`src/rtl/music_sequencer.sv`:
```
// Note-ROM playback controller: steps the ROM address at a fixed tempo,
// latches note codes, strobes on onsets and detects end-of-song.
module music_sequencer #(
    parameter int unsigned TICK_DIV  = 6_000_000,
    parameter int unsigned END_ZEROS = 2
) (
    input  logic       clk,
    input  logic       rst_n,
    input  logic       play,
    input  logic       stop,
    input  logic       pause,
    input  logic       loop,
    output logic [7:0] rom_addr,
    input  logic [7:0] rom_note,
    output logic [7:0] note_out,
    output logic       note_stb,
    output logic       busy,
    output logic       done
);

    localparam int unsigned CW = $clog2(TICK_DIV);
    localparam int unsigned ZW = $clog2(END_ZEROS + 1);
    // HOLD spans TICK_DIV-2 unpaused edges; the counter runs down to 0 inclusive.
    localparam logic [CW-1:0] HOLD_LOAD = CW'(TICK_DIV - 3);
    localparam logic [ZW-1:0] ZERO_LAST = ZW'(END_ZEROS - 1);

    typedef enum logic [2:0] {
        S_IDLE,
        S_ADDR,
        S_DATA,
        S_HOLD,
        S_DONE
    } state_e;

    state_e        state_q, state_d;
    logic [7:0]    addr_q, addr_d;
    logic [7:0]    note_q, note_d;
    logic [7:0]    prev_q, prev_d;
    logic          stb_q, stb_d;
    logic          busy_q, busy_d;
    logic          done_q, done_d;
    logic          loop_q, loop_d;
    logic [ZW-1:0] zcnt_q, zcnt_d;
    logic [CW-1:0] step_q, step_d;
    logic          end_song;

    // State and output registers.
    always_ff @(posedge clk or negedge rst_n) begin
        if (!rst_n) begin
            state_q <= S_IDLE;
            addr_q  <= 8'd0;
            note_q  <= 8'd0;
            prev_q  <= 8'd0;
            stb_q   <= 1'b0;
            busy_q  <= 1'b0;
            done_q  <= 1'b0;
            loop_q  <= 1'b0;
            zcnt_q  <= '0;
            step_q  <= '0;
        end else begin
            state_q <= state_d;
            addr_q  <= addr_d;
            note_q  <= note_d;
            prev_q  <= prev_d;
            stb_q   <= stb_d;
            busy_q  <= busy_d;
            done_q  <= done_d;
            loop_q  <= loop_d;
            zcnt_q  <= zcnt_d;
            step_q  <= step_d;
        end
    end

    // Next-state and next-output logic; stop overrides everything else.
    always_comb begin
        state_d  = state_q;
        addr_d   = addr_q;
        note_d   = note_q;
        prev_d   = prev_q;
        stb_d    = 1'b0;
        done_d   = 1'b0;
        loop_d   = loop_q;
        zcnt_d   = zcnt_q;
        step_d   = step_q;
        end_song = 1'b0;

        case (state_q)
            S_IDLE: begin
                addr_d = 8'd0;
                note_d = 8'd0;
                if (play && !stop) begin
                    state_d = S_ADDR;
                end
            end
            S_ADDR: begin
                state_d = S_DATA;
            end
            S_DATA: begin
                if (rom_note != 8'd0) begin
                    // prev is cleared on rests, so a note after a rest always strobes
                    note_d  = rom_note;
                    stb_d   = (rom_note != prev_q);
                    prev_d  = rom_note;
                    zcnt_d  = '0;
                    step_d  = HOLD_LOAD;
                    state_d = S_HOLD;
                end else if (zcnt_q != ZERO_LAST) begin
                    note_d  = 8'd0;
                    prev_d  = 8'd0;
                    zcnt_d  = zcnt_q + ZW'(1);
                    step_d  = HOLD_LOAD;
                    state_d = S_HOLD;
                end else begin
                    end_song = 1'b1;
                end
            end
            S_HOLD: begin
                if (pause) begin
                    note_d = 8'd0;
                end else begin
                    note_d = prev_q;
                    if (step_q == '0) begin
                        if (addr_q != 8'hFF) begin
                            addr_d  = addr_q + 8'd1;
                            state_d = S_ADDR;
                        end else begin
                            end_song = 1'b1;
                        end
                    end else begin
                        step_d = step_q - CW'(1);
                    end
                end
            end
            S_DONE: begin
                state_d = loop_q ? S_ADDR : S_IDLE;
            end
            default: begin
                state_d = S_IDLE;
            end
        endcase

        if (end_song) begin
            state_d = S_DONE;
            done_d  = 1'b1;
            note_d  = 8'd0;
            prev_d  = 8'd0;
            zcnt_d  = '0;
            addr_d  = 8'd0;
            loop_d  = loop;
        end

        if (stop && (state_q != S_IDLE)) begin
            state_d = S_IDLE;
            addr_d  = 8'd0;
            note_d  = 8'd0;
            prev_d  = 8'd0;
            zcnt_d  = '0;
            stb_d   = 1'b0;
            done_d  = 1'b0;
        end

        busy_d = (state_d != S_IDLE);
    end

    assign rom_addr = addr_q;
    assign note_out = note_q;
    assign note_stb = stb_q;
    assign busy     = busy_q;
    assign done     = done_q;

endmodule

```
`config.mk`:
```
export PLATFORM = sky130hd
export DESIGN_NAME = music_sequencer
export DESIGN_NICKNAME = d
export VERILOG_FILES = /design/src/rtl/music_sequencer.sv
export SDC_FILE = /design/constraint.sdc
export NUM_CORES = 1
export LEC_CHECK = 0
export ABC_AREA = 1
export BUFFER_PORTS_ARGS = -buffer_cell sky130_fd_sc_hd__buf_4
export CORE_MARGIN = 3
export CORE_UTILIZATION = 49
export CTS_BUF_LIST = sky130_fd_sc_hd__clkbuf_8
export CTS_CLUSTER_DIAMETER = 150
export DETAILED_ROUTE_END_ITERATION = 8
export PLACE_DENSITY_LB_ADDON = 0.15
export SETUP_SLACK_MARGIN = 0.02
export SYNTH_ARGS = -nofsm -noshare
export SYNTH_HDL_FRONTEND = slang
export SYNTH_SLANG_ARGS = --single-unit
```
`constraint.sdc`:
```
create_clock -name clk -period 3 [get_ports clk]
set_input_delay 0.3 -clock clk [delete_from_list [all_inputs] [get_ports clk]]
set_output_delay 0.3 -clock clk [all_outputs]
set_load 0.02 [all_outputs]
```
### Yosys cells after proc, flatten, opt, wreduce, memory -nomap -nowiden

Index checks and enable logic that the tools add are counted.

* register bits: 56
* latch bits: 0
* bits in writable memories: 0
* bits in read-only memories: 0
* input port bits: 14
* output and inout port bits: 19
* logic and storage cells: 90
* memories kept: 0

* add/sub/neg operators: 3
* multiply operators: 0
* divide/modulo/power cells: 0
* $lt $le $gt $ge: 0
* equality and inequality tests: 14
* shift operators: 0
* muxes and demuxes: 46
* bitwise gates (word level): 0
* reductions and logical operators: 17

Operators with widths (count)
* two-way mux 8 bit: 13
* two-way mux 23 bit: 4
* one-hot mux 23 bit (2 select lines): 1
* two-way mux 3 bit: 8
* one-hot mux 8 bit (3 select lines): 1
* logical NOT 23 bit: 1
* subtractor 23 x 1 -> 23 bit (second input constant): 1
* one-hot mux 8 bit (2 select lines): 1
* one-hot mux 3 bit (5 select lines): 1
* inequality test 4 bit (second input constant): 3
* two-way mux 1 bit: 11
* two-way mux 2 bit: 5
* nonzero test 3 bit: 3
* adder 8 x 1 -> 8 bit (second input constant): 1
* inequality test 8 bit: 1
* inequality test 8 bit (second input constant): 1
* AND reduction 4 bit: 2
* nonzero test 4 bit: 2
* nonzero test 8 bit: 1
* == test 3 x 2 -> 1 bit (second input constant): 2
* inequality test 5 bit (second input constant): 1
* nonzero test 5 bit: 1
* inequality test 2 bit (second input constant): 2
* AND reduction 2 bit: 2
* other kinds (10): 11

### Longest topological paths before layout

Gate-level depths: netlist (run 1).

* word-level depth: 8
* mapped depth: 13
* depth with buffers taken out: 12

### Least setup slack after synthesis (run 1)

No wires, ideal clock.

* path kind: reg2reg
* start: register addr_q[1] (netlist: rom_addr[1])
* end: register loop_q
* setup time: 0.117 ns
* arrival: 1.594 ns
* required time: 2.883 ns
* setup slack: 1.289 ns
* cell stages (with the launch flop): 10
* buffers on the path: 1
* clock period less this slack: 1.711 ns
* cell sequence: dfrtp_1 ha_1 nand3_1 nor2_1 nand3_2 nand2_2 inv_2 buf_6 nor2_1 nor2_1

* word-level cells in the longest chain between the ends: 5

Ends and longest elaborated chain
* start, declared: RTL line 36 `logic [7:0] addr_q, addr_d;`
* start signal, assigned: RTL line 62 `addr_q <= addr_d;`
* inequality test 8 bit: RTL line 123 `if (addr_q != 8'hFF) begin`
* two-way mux 1 bit: RTL line 123
* two-way mux 1 bit: RTL line 122 `if (step_q == '0) begin`
* two-way mux 1 bit: RTL line 118 `if (pause) begin`
* one-hot mux 1 bit (2 select lines): RTL line 87 `case (state_q)`
* end signal, assigned: RTL line 68 `loop_q <= loop_d;`
* end, declared: RTL line 42 `logic loop_q, loop_d;`

Every way passes these cells.
A chain may end at the register's enable or synchronous reset.

### Final worst setup path (run 1)

* start: register state_q[2]
* end: register step_q[22]

* word-level cells in the longest chain between the ends: 3
* elaborated cells on any way between the ends: 8
* those cells by class: eq/ne (5); mux (1); reduce/logical (2)

Ends and longest elaborated chain
* start, declared: RTL line 35 `state_e state_q, state_d;`
* start signal, assigned: RTL line 61 `state_q <= state_d;`
* == test 3 x 2 -> 1 bit: RTL line 87
* inequality test 3 bit (no source line) (tied with other cells)
* AND reduction 4 bit (no source line)
* end signal, assigned: RTL line 70 `step_q <= step_d;`
* end, declared: RTL line 44 `logic [CW-1:0] step_q, step_d;`

Parallel ways exist; a longest one is shown, timed or not.

==> results of run 1 <==
flip-flops by register name, indices dropped and copies added (netlist names), 2 cells and up:
signal and count:
rom_addr 8, step_q 23, state_q 3, prev_q 8, note_out 8, zcnt_q 2
layout by cell type (no fill, tap or decap), types with 2 or more instances in the layout:
cell,netlist,routed
o22ai_1,2,2
inv_2,3,3
nor3b_1,2,2
nor2_4,3,3
inv_1,44,45
nor2_2,8,8
nand4_1,29,29
nand2_4,2,2
xor2_1,21,21
buf_4,1,33
ha_1,4,4
a21oi_1,4,4
clkbuf_8,0,6
a21boi_0,2,2
dfrtp_1,56,56
xnor2_1,7,7
o21ai_0,28,28
nor3_1,2,2
nor2_1,67,67
nand2_2,6,6
nand3_1,37,37
nand4_2,2,2
o21ai_2,4,4
nand3_2,4,4
nand2_1,108,108
metal layers:
layer  vias to the layer above  GRT usage (%)
met5                         -              0
met4                         0          4.719
met3                         6          3.167
met2                        59          29.89
met1                      1386          31.03
li1                       1562              -
worst max path at each step:
stage / startpoint / to / slack [ns]
2_1_floorplan: rom_addr[1]$_DFFE_PN0P_ / loop_q$_DFFE_PN0P_ / 1.29
3_3_place_gp: state_q[2]$_DFF_PN0_ / step_q[8]$_DFFE_PN0P_ / 0.85
3_5_place_dp: state_q[2]$_DFF_PN0_ / step_q[22]$_DFFE_PN0P_ / 0.74
4_1_cts: state_q[2]$_DFF_PN0_ / step_q[22]$_DFFE_PN0P_ / 0.70
5_1_grt: state_q[2]$_DFF_PN0_ / step_q[20]$_DFFE_PN0P_ / 0.45
6_report: state_q[2]$_DFF_PN0_ / step_q[22]$_DFFE_PN0P_ / 0.72
worst register-to-register path: stages, from the launching register on:
cell and delay, ns:
dfrtp_1 0.44, inv_1 0.12, nand3_2 0.35, inv_1 0.31, nand2_2 0.11, nand2_2 0.10, nand2_4 0.11, inv_2 0.36
o21ai_0 0.22, o21ai_2 0.09
per-stage QoR:
step / util, % / power (W) / hold slack [ns]
after floorplan: - / 0.002150 / 0.004409
after global placement: 55.08 / 0.002420 / 0.3932
after detailed placement: 55.08 / 0.002457 / 0.4044
after CTS: 56.45 / 0.002901 / 0.05336
after global routing: 56.45 / 0.003121 / 0.07531
final: 56.45 / 0.002873 / 0.01938
power by group:
group          switching (W)  total [W]  internal (W)
registers           0.000161    0.00111      0.000947
clock network       0.000250   0.000435      0.000185
logic               0.000895    0.00133      0.000434
layout make-up:
cell class | count | area (µm²) | area share, %
multi-input cells | 348 | 1834 | 47.31
flip-flops and latches | 56 | 1401 | 36.14
repair buffers | 33 | 247.7 | 6.389
inverters | 48 | 180.2 | 4.647
well taps | 96 | 120.1 | 3.098
clock buffers | 6 | 82.58 | 2.130
clock inverters | 2 | 11.26 | 0.2904
cells by family (layout without fill, tap and decap cells):
kind of cell / Yosys count / in the layout / synth area share [%]
and+or+nand+nor: 273 / 273 / 36.67
xor gates and xnor gates: 28 / 28 / 6.985
DFF: 56 / 56 / 39.91
AOI/OAI and AO/OA: 43 / 43 / 7.163
adders and majority gates: 4 / 4 / 1.426
buffers and inverters: 61 / 89 / 7.840
==> results.md, run 1 <==
* Final Max Slew Viols at 0
* Final instance area at between 3000 and 4000 µm²
* GR Overflow Total at 0
* Final WL at 7.967 mm
* Post-synth ARST share at 100.0%
* Status: finished, final reports clean
* Uppermost routed layer: met4
* Post-placement cell count at 581
* Worst stage delay on the critical path at around 0.44 ns
* Worst reg2reg path startpoint: state_q[2]$_DFF_PN0_
* Vias in the first global route at 2,845
* Final worst-path setup slack at 0.7210 ns
* Fin nets at 510
* GRT Resource Usage Total at 20.24%
* DR WL/cell at 13.53 µm
* Port Buffers at 32
* Post-cts resize count at 0
* Syn avg cell area at 7.550 µm²
* Vias per cell at 5.115
* # Post-CTS Setup Buffers at 0
* Crit-path leading delay family: buffers and inverters
* Power density over cell area at 740.8 nW/µm²
* Fin Clk Skew at 0.004607 ns
* Slowest cell on the critical path: dfrtp_1
* Largest net degree at the start of global routing at 57
* Setup WS pre-CTS at 0.7441 ns
* Fmax achieved at 0.4388 GHz
* Max Buffers Root-to-Sink at 2
* Worst path cell trace: inv_1 > nand3_2 > inv_1 > nand2_2 > nand2_2 > nand2_4 > inv_2 > o21ai_0 > o21ai_2
* Final Hold Viols at 0
* Max VDD drop at 0.2579 mV
* Slew Limit Headroom at a little over half
* Count leader, synth: nand2_1
* First-pass GRT wire length at 13.72 mm
* R2R Path End: step_q[22]$_DFFE_PN0P_
* Number of synthesized flops with an enable pin at 0
* CTS tree: built
* Initial antenna violation count at 0
* ANT nets after route at 0
* TritonCTS Sinks at 56
* Commonest cells in the synthesized netlist: nand2_1 (108), nor2_1 (67), dfrtp_1 (56), inv_1 (44), nand3_1 (37)
* Setup tns final at 0 ns
* Routed wl met3 at 394 µm
* Initial DRC Count at around 190
* Worst Max-Slew Pin Slew at 0.7136 ns
* Critical path depth at 9
* Placed Area at 3784 µm²
* Max_cap viols at 0
* Ys Warns at 0
* Core area at 6869 µm²
* Buf/Inv on CP at 3
* Die Height at between 90 and 100 µm
* Worst Hold Class: input port to asynchronous set/reset pin
* Post-synth top area cell: dfrtp_1
* Via count at between 3,000 and 4,000
* Reg2reg setup slack at 0.72 ns
* DRC viols at 0
* Routability cong. at between 0.8 and 0.9
* Worst skew pair latency at 0.31 ns
* Final setup viols at 0
* Worst-case reg-to-reg path depth at 9
* Distinct cells, synth at 34
* Fin crit share at around three quarters
* TritonRoute pass-1 iters at 4
* Synthesized Nets at just under 500
* Met2 wire len at approximately 3.3 mm
* # IOs at 33
* Layout cells sized above 1 at ~15%
* HPWL after detailed placement at 5.959 mm
* Initial Util at 51.11%
* Post-synthesis instance total at roughly 470
* Ant diodes at 0
* Setup CP Type: flop to flop
* Root buf cell: clkbuf_8
* Die area at between 8000 and 9000 µm²
* H-tree depth at 2
* P&R area growth vs syn at 10.44%
* Critical path arrival at about 2.5 ns
* Total CTS buffers at 5
* Crit Path Max Fanout at 29
* Mapped cell area at 3511 µm²
* Hold buffers post-CTS at 0
* Die width at 90.65 µm
* Startpoint Class: flop
* Met1 wire length at 4.182 mm
* Worst path required time at 3.24 ns
* Non-filler cells, final at 589
* Main area contributors after synthesis: dfrtp_1 (40%), nand2_1 (12%), nor2_1 (7.2%)
* Unrepaired setup endpoints after global routing: false
* Synth Flop Type: dfrtp_1
* Row cnt at 30
* Register area share after synthesis at 39.91%
* Post-synth top area share at 39.91%
* Worst-path clk slew at 0.10 ns
* Fillers at 674
* Flops & latches, synth at 56
* Critical Path Sink Type: flop
* Leakage at 1.828 nW
* Final Critical Period at between 2 and 2.5 ns
Power figures use the tool's default switching activity.
==> run 2: changes to the inputs <==
==> constraint.sdc (replaced) <==
create_clock -name clk -period 2.03 [get_ports clk]
set_input_delay 0.203 -clock clk [delete_from_list [all_inputs] [get_ports clk]]
set_output_delay 0.203 -clock clk [all_outputs]
set_load 0.02 [all_outputs]
==> run 2 against run 1 <==
Net effect: critical path depth is 1 lower; final area rose by 2.9%; fmax rose by 22%; register-to-register slack worse by 0.55 ns.
==> results.md, run 2 (synthesis results as in run 1) <==
* Status: finished, final reports clean
* ANT nets after route at 0
* Power density over cell area at 1103 nW/µm²
* Die Height at 90.65 µm
* TritonRoute pass-1 iters at 5
* Worst Hold Class: input port to flop
* Final Critical Period at 1.863 ns
* Most frequent cells in the layout: nand2_1 (107), nor2_1 (65), dfrtp_1 (56)
* Setup tns final at 0 ns
* Layout cells sized above 1 at roughly 18%
* Slew Limit Headroom at around 53%
* Initial Util at 51.11%
* Setup CP Type: flop to flop
* Vias in the first global route at 2,848
* Final setup viols at 0
* DR WL/cell at 13.47 µm
* H-tree depth at 2
* Worst skew pair latency at roughly 0.31 ns
* Max VDD drop at between 0.6 and 0.7 mV
* Busiest grt layer: met1
* Vias per cell at 5.183
* Worst reg2reg path startpoint: rom_addr[1]$_DFFE_PN0P_
* Unrepaired setup endpoints after global routing: true
* Hold Startpoint: loop
* Startpoint Class: flop
* Die area at 8217 µm²
* # IOs at 33
* Met2 Use GR at 28.66%
* Fin nets at 521
* Worst Max-Slew Pin Slew at 0.6995 ns
* Most flop-heavy register: step_q
* Worst-path clk slew at between 0.1 and 0.15 ns
* GRT Resource Usage Total at 20.37%
* Crit Path Max Fanout at 26
* Worst path required time at 2.23 ns
* Via count at 3,110
* Row cnt at 30
* Critical path arrival at 2.06 ns
* Final Hold Viols at 0
* WHS Path Cells at 3
* Fin Clk Skew at 0.01315 ns
* DRC viols at 0
* Max_cap viols at 0
* Ant diodes at 0
* Root buf cell: clkbuf_8
* Leakage at 1.883 nW
* Max FFs per register at 23
* Routability cong. at 0.8778
* Total CTS buffers at 5
* Max Buffers Root-to-Sink at 2
* Port Buffers at 32
* First-pass GRT wire length at 13.77 mm
* GR Overflow Total at 0
* Worst-case reg-to-reg path depth at 8
* CTS tree: built
* Final WL at a little over 8 mm
* HPWL after detailed placement at between 6 and 7 mm
* Reg2reg setup slack at about 0.17 ns
* P&R area growth vs syn at 13.61%
* Fmax achieved at between 0.5 and 0.6 GHz
* Final Max Slew Viols at 0
* Largest net degree at the start of global routing at 57
* Initial DRC Count at between 150 and 200
* Fin crit share at between 90% and 100%
* Worst Hold End: loop_q$_DFFE_PN0P_
* R2R Path End: prev_q[3]$_DFFE_PN0P_
* Most common cell after layout, fill and taps aside: nand2_1
* Grt met3 use at 4.417%
* Die width at ~91 µm
* Initial antenna violation count at 0
* Hold slack at 0.1009 ns
* GR Layer Usage met1 at 32.06%
* Core area at 6869 µm²
* TritonCTS Sinks at 56
* Critical Path Sink Type: flop
## run 2: cell count changes in the layout (fill, tap and decap cells not counted), moves of 2 or more
cell    previous run  this run
inv_2              3         1
nor2_1            67        65
nor2_2             8        10
buf_4             33        43
inv_4              0         2
## run 2: metrics by stage
| stage | setup WS (ns) | util [%] | instances | instance area [µm²] | power [W] |
|---|---|---|---|---|---|
| 3_3_place_gp | 0.07060 | 56.17 | 591 | 3859 | 0.003718 |
| 6_report | 0.1666 | 58.07 | 600 | 3989 | 0.004400 |
| 2_1_floorplan | 0.3193 | - | 465 | 3511 | 0.003177 |
| 3_5_place_dp | 0.05026 | 56.17 | 591 | 3859 | 0.003762 |
| 4_1_cts | 0.04038 | 57.65 | 600 | 3960 | 0.004404 |
| 5_1_grt | 0.009439 | 58.07 | 600 | 3989 | 0.004769 |
## run 2: critical path, stage by stage, from the launching register on
cell     delay (ns)
dfrtp_1        0.42
ha_1           0.21
nand3_1        0.16
nor2_2         0.26
nand3_2        0.20
nand2_2        0.14
inv_4          0.13
nand3_1        0.12
o21ai_0        0.09
## run 2: power breakdown
group / leakage, nW / total (W) / switching (W) / internal [W]
clock network: 0.0485 / 0.000626 / 0.000377 / 0.000248
registers: 0.714 / 0.00164 / 0.000236 / 0.00140
logic: 1.12 / 0.00214 / 0.00141 / 0.000731
total: 1.88 / 0.00440 / 0.00202 / 0.00238
## run 2: worst max path at each step
stage                                       start               endpoint  slack (ns)  depth (start not counted)
final                     rom_addr[1]$_DFFE_PN0P_  prev_q[3]$_DFFE_PN0P_        0.17                          8
after global routing        step_q[8]$_DFFE_PN0P_  prev_q[3]$_DFFE_PN0P_       0.009                         10
after CTS                 rom_addr[1]$_DFFE_PN0P_  zcnt_q[0]$_DFFE_PN0P_        0.04                          8
after detailed placement  rom_addr[1]$_DFFE_PN0P_  zcnt_q[0]$_DFFE_PN0P_        0.05                          8
after floorplan           rom_addr[1]$_DFFE_PN0P_     loop_q$_DFFE_PN0P_        0.32                          9
after global placement    rom_addr[1]$_DFFE_PN0P_  zcnt_q[1]$_DFFE_PN0P_        0.07                          8
## run 2: final cells by class
type	instances	area, µm²
Clock buffer	5	68.82
Multi-Input combinational cell	348	1858
Tap cell	96	120.1
Timing Repair Buffer	44	332.8
Sequential cell	56	1401
Inverter	48	185.2
Fill cell	655	2880
Clock inverter	3	22.52
## run 2: routing by layer
layer	share of wire (%)	wire, µm
met5	0	0
met4	0.40	32
met3	5.8	465
met2	44	3525
met1	50	4059
## run 2: timing repair
| item | 4_1_cts | 5_1_grt |
|---|---|---|
| gates resized for setup | 0 | 10 |
| hold buffers | 1 | 0 |
| hold endpoints to repair | 56 | 0 |
| setup buffers | 0 | 0 |
| setup endpoints to repair | 0 | 32 |
